`src/rtl/i2s_pkg.sv`:
```
// Shared I2S definitions: capture FSM states and overrun counter width.
// Also intended for use by i2s_fifo.
package i2s_pkg;

  typedef enum logic [1:0] {
    StIdle,
    StLeft,
    StRight
  } i2s_state_e;

  localparam int unsigned OVR_CNT_W = 16;

endpackage

```
`src/rtl/i2s_sync_edge.sv`:
```
// Multi-flop synchronizer for one asynchronous input, with a one-cycle pulse
// on each synchronized 0->1 transition.
module i2s_sync_edge #(
  parameter int unsigned Stages = 2
) (
  input  logic clk_i,
  input  logic rst_ni,
  input  logic d_i,
  output logic q_o,
  output logic rise_o
);

  logic [Stages-1:0] sync_q, sync_d;
  logic              prev_q, prev_d;

  always_comb begin
    sync_d    = sync_q;
    sync_d[0] = d_i;
    for (int i = 1; i < int'(Stages); i++) begin
      sync_d[i] = sync_q[i-1];
    end
    prev_d = sync_q[Stages-1];
  end

  always_ff @(posedge clk_i or negedge rst_ni) begin
    if (!rst_ni) begin
      sync_q <= '0;
      prev_q <= 1'b0;
    end else begin
      sync_q <= sync_d;
      prev_q <= prev_d;
    end
  end

  assign q_o    = sync_q[Stages-1];
  assign rise_o = sync_q[Stages-1] & ~prev_q;

endmodule

```
`src/rtl/i2s_capture.sv`:
```
// I2S receiver: captures {left, right} sample pairs from an asynchronous I2S
// bus into the CLK domain and hands them off with a valid/ready interface.
module i2s_capture
  import i2s_pkg::*;
#(
  parameter int unsigned WIDTH       = 16,
  parameter int unsigned SYNC_STAGES = 2
) (
  input  logic                 CLK,
  input  logic                 RST,
  input  logic                 sck,
  input  logic                 ws,
  input  logic                 sd,
  input  logic                 en,
  output logic [2*WIDTH-1:0]   out_data,
  output logic                 out_valid,
  input  logic                 out_ready,
  input  logic                 clr_overrun,
  output logic                 overrun,
  output logic [OVR_CNT_W-1:0] overrun_count
);

  localparam int unsigned CntW = $clog2(WIDTH + 1);

  logic sck_s, sck_rise, ws_s, ws_rise, sd_s, sd_rise;

  i2s_sync_edge #(.Stages(SYNC_STAGES)) u_sync_sck (
    .clk_i  (CLK),
    .rst_ni (RST),
    .d_i    (sck),
    .q_o    (sck_s),
    .rise_o (sck_rise)
  );

  i2s_sync_edge #(.Stages(SYNC_STAGES)) u_sync_ws (
    .clk_i  (CLK),
    .rst_ni (RST),
    .d_i    (ws),
    .q_o    (ws_s),
    .rise_o (ws_rise)
  );

  i2s_sync_edge #(.Stages(SYNC_STAGES)) u_sync_sd (
    .clk_i  (CLK),
    .rst_ni (RST),
    .d_i    (sd),
    .q_o    (sd_s),
    .rise_o (sd_rise)
  );

  logic unused_sync;
  assign unused_sync = ^{sck_s, ws_rise, sd_rise};

  i2s_state_e           state_q, state_d;
  logic [CntW-1:0]      cnt_q, cnt_d;
  logic [WIDTH-1:0]     left_q, left_d, right_q, right_d;
  logic                 ws_prev_q, ws_prev_d;
  logic [2*WIDTH-1:0]   data_q, data_d;
  logic                 valid_q, valid_d;
  logic                 ovr_q, ovr_d;
  logic [OVR_CNT_W-1:0] ovr_cnt_q, ovr_cnt_d;

  logic                 slot_bit, ws_edge, pair_done;
  logic [WIDTH-1:0]     bit_mask;
  logic [2*WIDTH-1:0]   pair;

  // Capture FSM: bits land MSB first at position WIDTH-1-cnt into pre-cleared
  // shift registers, so a short slot is left-justified with zero LSBs.
  always_comb begin
    state_d   = state_q;
    cnt_d     = cnt_q;
    left_d    = left_q;
    right_d   = right_q;
    ws_prev_d = ws_prev_q;
    pair_done = 1'b0;
    pair      = {left_q, right_q};
    ws_edge   = ws_s ^ ws_prev_q;
    slot_bit  = cnt_q < CntW'(WIDTH);
    for (int i = 0; i < int'(WIDTH); i++) begin
      bit_mask[i] = slot_bit && sd_s && (cnt_q == CntW'(int'(WIDTH) - 1 - i));
    end

    if (!en) begin
      state_d = StIdle;
      cnt_d   = '0;
    end

    if (sck_rise) begin
      ws_prev_d = ws_s;
      if (en) begin
        unique case (state_q)
          StIdle: begin
            if (ws_prev_q && !ws_s) begin
              state_d = StLeft;
              cnt_d   = '0;
              left_d  = '0;
              right_d = '0;
            end
          end
          StLeft: begin
            // On the ws edge the bit still belongs to the channel being left.
            left_d = left_q | bit_mask;
            if (ws_edge) begin
              state_d = StRight;
              cnt_d   = '0;
            end else if (slot_bit) begin
              cnt_d = cnt_q + CntW'(1);
            end
          end
          StRight: begin
            right_d = right_q | bit_mask;
            if (ws_edge) begin
              pair_done = 1'b1;
              pair      = {left_q, right_d};
              state_d   = StLeft;
              cnt_d     = '0;
              left_d    = '0;
              right_d   = '0;
            end else if (slot_bit) begin
              cnt_d = cnt_q + CntW'(1);
            end
          end
          default: begin
            state_d = StIdle;
            cnt_d   = '0;
          end
        endcase
      end
    end
  end

  // Output holding register and overrun tracking.
  always_comb begin
    data_d    = data_q;
    valid_d   = valid_q;
    ovr_d     = ovr_q;
    ovr_cnt_d = ovr_cnt_q;

    if (valid_q && out_ready) begin
      valid_d = 1'b0;
    end

    if (pair_done) begin
      if (!valid_q || out_ready) begin
        data_d  = pair;
        valid_d = 1'b1;
      end else begin
        ovr_d = 1'b1;
        if (ovr_cnt_q != '1) begin
          ovr_cnt_d = ovr_cnt_q + OVR_CNT_W'(1);
        end
      end
    end

    if (clr_overrun) begin
      ovr_d     = 1'b0;
      ovr_cnt_d = '0;
    end
  end

  always_ff @(posedge CLK or negedge RST) begin
    if (!RST) begin
      state_q   <= StIdle;
      cnt_q     <= '0;
      left_q    <= '0;
      right_q   <= '0;
      ws_prev_q <= 1'b0;
      data_q    <= '0;
      valid_q   <= 1'b0;
      ovr_q     <= 1'b0;
      ovr_cnt_q <= '0;
    end else begin
      state_q   <= state_d;
      cnt_q     <= cnt_d;
      left_q    <= left_d;
      right_q   <= right_d;
      ws_prev_q <= ws_prev_d;
      data_q    <= data_d;
      valid_q   <= valid_d;
      ovr_q     <= ovr_d;
      ovr_cnt_q <= ovr_cnt_d;
    end
  end

  assign out_data      = data_q;
  assign out_valid     = valid_q;
  assign overrun       = ovr_q;
  assign overrun_count = ovr_cnt_q;

endmodule

```
`config.mk`:
```
export PLATFORM = sky130hd
export DESIGN_NAME = i2s_capture
export DESIGN_NICKNAME = d
export VERILOG_FILES = /design/src/rtl/i2s_pkg.sv /design/src/rtl/i2s_sync_edge.sv /design/src/rtl/i2s_capture.sv
export SDC_FILE = /design/constraint.sdc
export NUM_CORES = 1
export LEC_CHECK = 0
export CAP_MARGIN = 20
export CORE_ASPECT_RATIO = 0.5
export CORE_MARGIN = 2
export CORE_UTILIZATION = 54
export CTS_CLUSTER_DIAMETER = 40
export CTS_CLUSTER_SIZE = 20
export DETAILED_ROUTE_END_ITERATION = 10
export GPL_TIMING_DRIVEN = 0
export PLACE_DENSITY = 0.83
export SLEW_MARGIN = 5
export SYNTH_ARGS = -nofsm -noshare
export SYNTH_HDL_FRONTEND = slang
export SYNTH_SLANG_ARGS = --single-unit
```
`constraint.sdc`:
```
create_clock -name CLK -period 2.6 [get_ports CLK]
set_clock_uncertainty 0.1 [all_clocks]
set_input_delay 0.65 -clock CLK [delete_from_list [all_inputs] [get_ports CLK]]
set_output_delay 0.65 -clock CLK [all_outputs]
set_load 0.03 [all_outputs]
```
---- Word level (Yosys, flattened, before mapping) ----
Index checks and enable logic that the tools add are counted.
operators by class
  reductions and logical operators ........ 34
  equality and inequality tests ........... 21
  magnitude comparators ................... 1
  bitwise operators ....................... 5
  $add $sub $neg .......................... 2
  mux-type cells .......................... 37
operator list
  operator                                                                number
  16-bit two-way mux                                                      11
  16-bit one-hot mux with 3 select lines                                  1
  5-bit by 4-bit equality test with 1-bit output (second input constant)  8
  16-bit bitwise OR                                                       2
  16-bit one-hot mux with 2 select lines                                  1
  5-bit two-way mux                                                       6
  5-bit by 3-bit equality test with 1-bit output (second input constant)  4
  1-bit logical AND                                                       19
  16-bit by 1-bit adder with 16-bit output (second input constant)        1
  16-bit inequality test (second input constant)                          1
  2-bit two-way mux                                                       6
  5-bit by 2-bit equality test with 1-bit output (second input constant)  2
  1-bit two-way mux                                                       10
  5-bit one-hot mux with 2 select lines                                   1
  2-bit inequality test (second input constant)                           3
  2-bit one-hot mux with 3 select lines                                   1
  2-bit nonzero test                                                      3
  5-bit by 1-bit adder with 5-bit output (second input constant)          1
  5-bit by 1-bit equality test with 1-bit output (second input constant)  1
  5-bit logical NOT                                                       1
  5-bit < comparator (second input constant)                              1
  5-bit AND reduction                                                     1
  2-bit AND reduction                                                     2
  4-bit AND reduction                                                     1
  11 further kinds                                                        12
word-level totals
  bits in registers ....................... 97
  output and inout port bits .............. 50
  input port bits ......................... 8
  word-level logic and storage cells ...... 113

---- Longest topological paths before layout ----
  word-level depth ........................ 8
  gate-level depth with buffers ........... 10
  depth with buffers taken out ............ 6

---- By module ----
Synthesis repeated with hierarchy kept, for this count alone.
unflattened totals
  cell total of the unflattened synthesis .. 428
  area, all modules ....................... 4500.6 um2
by module, submodules not included
  module         cells each  area each (um2)  instances  seq. area each (um2)
  i2s_capture    416         4234.1           1          2252.2
  i2s_sync_edge  4           88.8             3          75.1

---- Worst setup path before layout ----
No wires, ideal clock.
  path kind ............................... register to register
  start point ............................. register ws_prev_q
  end point ............................... register ovr_cnt_q[15], in the netlist overrun_count[15]
  setup slack ............................. 0.526 ns
  period minus slack after synthesis ...... 2.074 ns
  library setup time ...................... 0.077 ns
  arrival time ............................ 1.897 ns
  cell stages (with the launch flop) ...... 7
  path buffers ............................ 1
  required time ........................... 2.423 ns
  cells stage by stage .................... dfrtp_1 ha_1 buf_6 and4bb_4 nand4_4 or4_1 a21oi_1
on the way
  longest elaborated chain between the ends .. 7
RTL lines
  element                        line                text
  from (decl)                    i2s_capture.sv:57   logic ws_prev_q, ws_prev_d;
  from (signal assigned)         i2s_capture.sv:177  ws_prev_q <= ws_prev_d;
  1-bit XOR                      i2s_capture.sv:77   ws_edge = ws_s ^ ws_prev_q;
  1-bit two-way mux              i2s_capture.sv:112  if (ws_edge) begin
  1-bit two-way mux              i2s_capture.sv:91   unique case (state_q)
  1-bit two-way mux              i2s_capture.sv:90   if (en) begin
  1-bit two-way mux              i2s_capture.sv:88   if (sck_rise) begin
  2-bit nonzero test (no line)   --
  3-bit AND reduction (no line)  --
  to (signal assigned)           i2s_capture.sv:181  ovr_cnt_q <= ovr_cnt_d;
  to (decl)                      i2s_capture.sv:61   logic [OVR_CNT_W-1:0] ovr_cnt_q, ovr_cnt_d;
No other way between the ends.
A chain may end at the register's enable or synchronous reset.

---- Worst setup path after layout ----
  start point ............................. input port en
  end point ............................... register data_q[20], in the netlist out_data[20]
on the way
  longest elaborated chain between the ends .. 3
RTL lines
  element                        line                text
  from (decl)                    i2s_capture.sv:14   input logic en,
  1-bit two-way mux              i2s_capture.sv:90
  1-bit two-way mux              i2s_capture.sv:88
  2-bit AND reduction (no line)  --
  to (signal assigned)           i2s_capture.sv:178  data_q <= data_d;
  to (decl)                      i2s_capture.sv:58   logic [2*WIDTH-1:0] data_q, data_d;
No other way between the ends.

==> results.sh <==
export IMPL_cts_sinks=97
export IMPL_fmax_mhz=400
export IMPL_stdcell_count=611
export IMPL_core_area_um2=8000
export IMPL_grt_total_usage_pct=23.1
export IMPL_rrSetupSlack_ns=0.26
export IMPL_grt_max_degree=52
export IMPL_rsz0062_at_grt="yes"
export IMPL_setup_viol=0
export IMPL_fin_crit_sh_pct=96.1
export IMPL_synth_top_area_share_pct=54.7
export IMPL_relSlewSlack_pct=45.7
export IMPL_cp_max_fo=10
export IMPL_first_iter_violations=230
export IMPL_fin_nets=513
export IMPL_clk_path_buf_depth=2
export IMPL_routabilityCongestion=0.851
export IMPL_worstPathRequired_ns=2.73
export IMPL_initial_utilization_pct=55.5
export IMPL_dp_cells=596
export IMPL_drive_gt1_share_pct=12.8
export IMPL_crit_family="buffers and inverters"
export IMPL_clk_latency_ns=0.35
export IMPL_cts_inserted_buffers=9
export IMPL_n_antenna_cell=0
export IMPL_syn2layout_area_growth_pct=23.0
export IMPL_critPathMaxStageDelay_ns=0.54
export IMPL_cts_root_buf="clkbuf_16"
export IMPL_route_vias_total=3426
export IMPL_crit_path_start_kind="input pin"
export IMPL_finalPower_mw=3.04
export IMPL_synth_fp_nets=445
export IMPL_cts_tree="built"
export IMPL_clkTransAtPathRegs_ns=0.07
export IMPL_peakVddDrop_mv=0.325
export IMPL_ant_nets=0
export IMPL_hold_viol=0
export IMPL_yosys_top_cells_area="dfrtp_1 55%, a21oi_1 6.3%, nor2_1 6.2%"
export IMPL_holdBufCountCts=0
export IMPL_grt_ovfl_total=0
export IMPL_dpl_cell_area_um2=5170
export IMPL_wirelength_um=9850
export IMPL_io_buffers=57
export IMPL_slowest_stage="clkdlybuf4s50_1"
export IMPL_synth_area_um2=4440
export IMPL_synth_seq_area_share_pct=54.7
export IMPL_crit_type="input pin to register"
export IMPL_htreeDepth=3
export IMPL_hpwl_um=6770
export IMPL_routed_via_density=5.61
export IMPL_yosys_warnings=0
export IMPL_syn_instance_count=426
export IMPL_path_cells="clkdlybuf4s50_1, nand3b_1, a2111oi_2, buf_2, mux2_2"
export IMPL_yosysUniqueCellTypes=53
export IMPL_crit_arrival_ns=2.63
export IMPL_path_buf_inv=2
export IMPL_drc=0
export IMPL_ys_ff_latch=97
export IMPL_syn_avg_cell_area_um2=10.4
export IMPL_antenna_found_initial=0
export IMPL_maxSlewViolCount=0
export IMPL_drv_cap=0
export IMPL_leakage_nw=2.46
export IMPL_stdcell_area_um2=5460
export IMPL_worstMarginPinSlew_ns=0.812
export IMPL_whs_ns=0.240
export IMPL_p_per_area_nw_per_um2=556
export IMPL_dieArea_um2=9000
export IMPL_hold_class="input pin to asynchronous set/reset pin"
export IMPL_chipHeight_um=68.1
export IMPL_synth_top_cell_by_area="dfrtp_1"
export IMPL_cp_end_kind="register"
export IMPL_synth_ff_type="dfrtp_1"
export IMPL_synth_edff_count=0
export IMPL_async_reset_ff_share_pct=100
export IMPL_placementRows=23
export IMPL_die_x_um=132
export IMPL_timing_final_crit_period_ns=2.50
export IMPL_wl_per_cell_um=16.1
export IMPL_grt_pass1_wl_um=16100
export IMPL_status="completed"
export IMPL_firstDrtPassIters=4
export IMPL_grt_pass1_vias=3303
export IMPL_io_pins=58
-- cell type report --
class / count / area (um2)
fillers: 642 / 2540
plain buffers: 25 / 131
inverters: 11 / 41.3
well taps: 112 / 140
multi-input cells: 292 / 1840
clock buffers: 10 / 239
clock inverters: 6 / 47.5
flip-flops and latches: 97 / 2430
repair buffers: 58 / 596
-- worst register-to-register path, cell delays in order, from the launching register on --
cell	delay (ns)
dfrtp_1	0.46
inv_1	0.10
ha_1	0.25
mux2i_1	0.14
nor2_2	0.31
and2_1	0.20
clkbuf_1	0.29
buf_2	0.30
nor2_1	0.08
-- per-layer routing --
| metal | vias to the layer above | wire length [um] | global-route usage, % | share of wire [%] |
|---|---|---|---|---|
| met5 | - | 0 | 0 | 0 |
| met4 | 0 | 86 | 7.12 | 0.87 |
| met3 | 10 | 527 | 6.00 | 5.3 |
| met2 | 97 | 4680 | 38.0 | 48 |
| met1 | 1680 | 4560 | 31.0 | 46 |
| li1 | 1639 | - | - | - |
-- where the power goes --
part	internal, mW	switching, mW	leakage (nW)
Clock	0.685	0.593	0.140
Sequential	1.54	0.0180	1.33
Combinational	0.0744	0.127	0.991
Total	2.30	0.738	2.46
-- logic make-up (layout without fill, tap and decap cells) --
group	after synthesis	count (layout)	share of synthesized area, %
and+or+nand+nor	152	152	17.8
AOI/OAI and AO/OA	102	102	13.8
DFF	97	97	54.7
buffers and inverters	37	110	3.95
muxes	25	25	6.29
xor gates and xnor gates	2	2	0.395
adders and majority gates	11	11	3.10
-- synthesized netlist by cell type (3+ instances only) --
master / number
nor3_1: 6
nand2b_1: 5
buf_4: 5
nand3_1: 11
mux2_2: 23
buf_2: 8
nand2_1: 18
nand3b_1: 3
a211oi_1: 3
inv_1: 11
nand4_1: 3
o31ai_1: 6
nor2_1: 73
or4_1: 6
nor2b_1: 8
o21ai_0: 6
clkbuf_1: 11
dfrtp_1: 97
ha_1: 11
a31oi_1: 13
nor3b_1: 3
a21oi_1: 56
-- stage by stage --
| stage | TNS [ns] | utilization, % | setup WS [ns] |
|---|---|---|---|
| 2_1_floorplan | 0 | - | 0.526 |
| 3_3_place_gp | -279.76 | 64.4 | -2.79 |
| 3_5_place_dp | -12.29 | 64.7 | -0.350 |
| 4_1_cts | 0 | 68.3 | 0.107 |
| 5_1_grt | -0.0854 | 68.3 | -0.0150 |
| 6_report | 0 | 68.3 | 0.101 |
-- cells in the final DEF (no fill, tap or decap), types with 9 or more instances in the layout --
master,n
nand3_1,11
a31oi_1,13
inv_1,11
ha_1,11
mux2_2,23
clkbuf_16,9
a21oi_1,56
nand2_1,18
clkbuf_1,11
nor2_1,72
clkdlybuf4s50_1,56
dfrtp_1,97
-- timing repair --
| action | CTS | global route |
|---|---|---|
| resized for setup | 1 | 1 |
| pin swaps | 0 | 0 |
| endpoints found under the setup margin | 1 | 14 |
| setup buffers | 0 | 0 |
-- state kept, by name, summed over array words and instances, names as in the netlist --
signal	cells
u_sync_sd.sync_q	2
u_sync_ws.sync_q	2
overrun	1
state_q	2
u_sync_sck.prev_q	1
left_q	16
out_data	32
u_sync_sck.sync_q	2
cnt_q	5
out_valid	1
ws_prev_q	1
overrun_count	16
right_q	16
-- worst paths after layout --
check | start | end | depth (start not counted)
max | en | out_data[20] | 5
min | RST | overrun_count[11] | 1
max reg2reg | state_q[0] | right_q[2] | 8
min reg2reg | u_sync_ws.sync_q[0] | u_sync_ws.sync_q[1] | 0
max in group asynchronous | RST | out_data[14] | 2
min in group CLK | u_sync_ws.sync_q[0] | u_sync_ws.sync_q[1] | 0
Power figures use the tool's default switching activity.
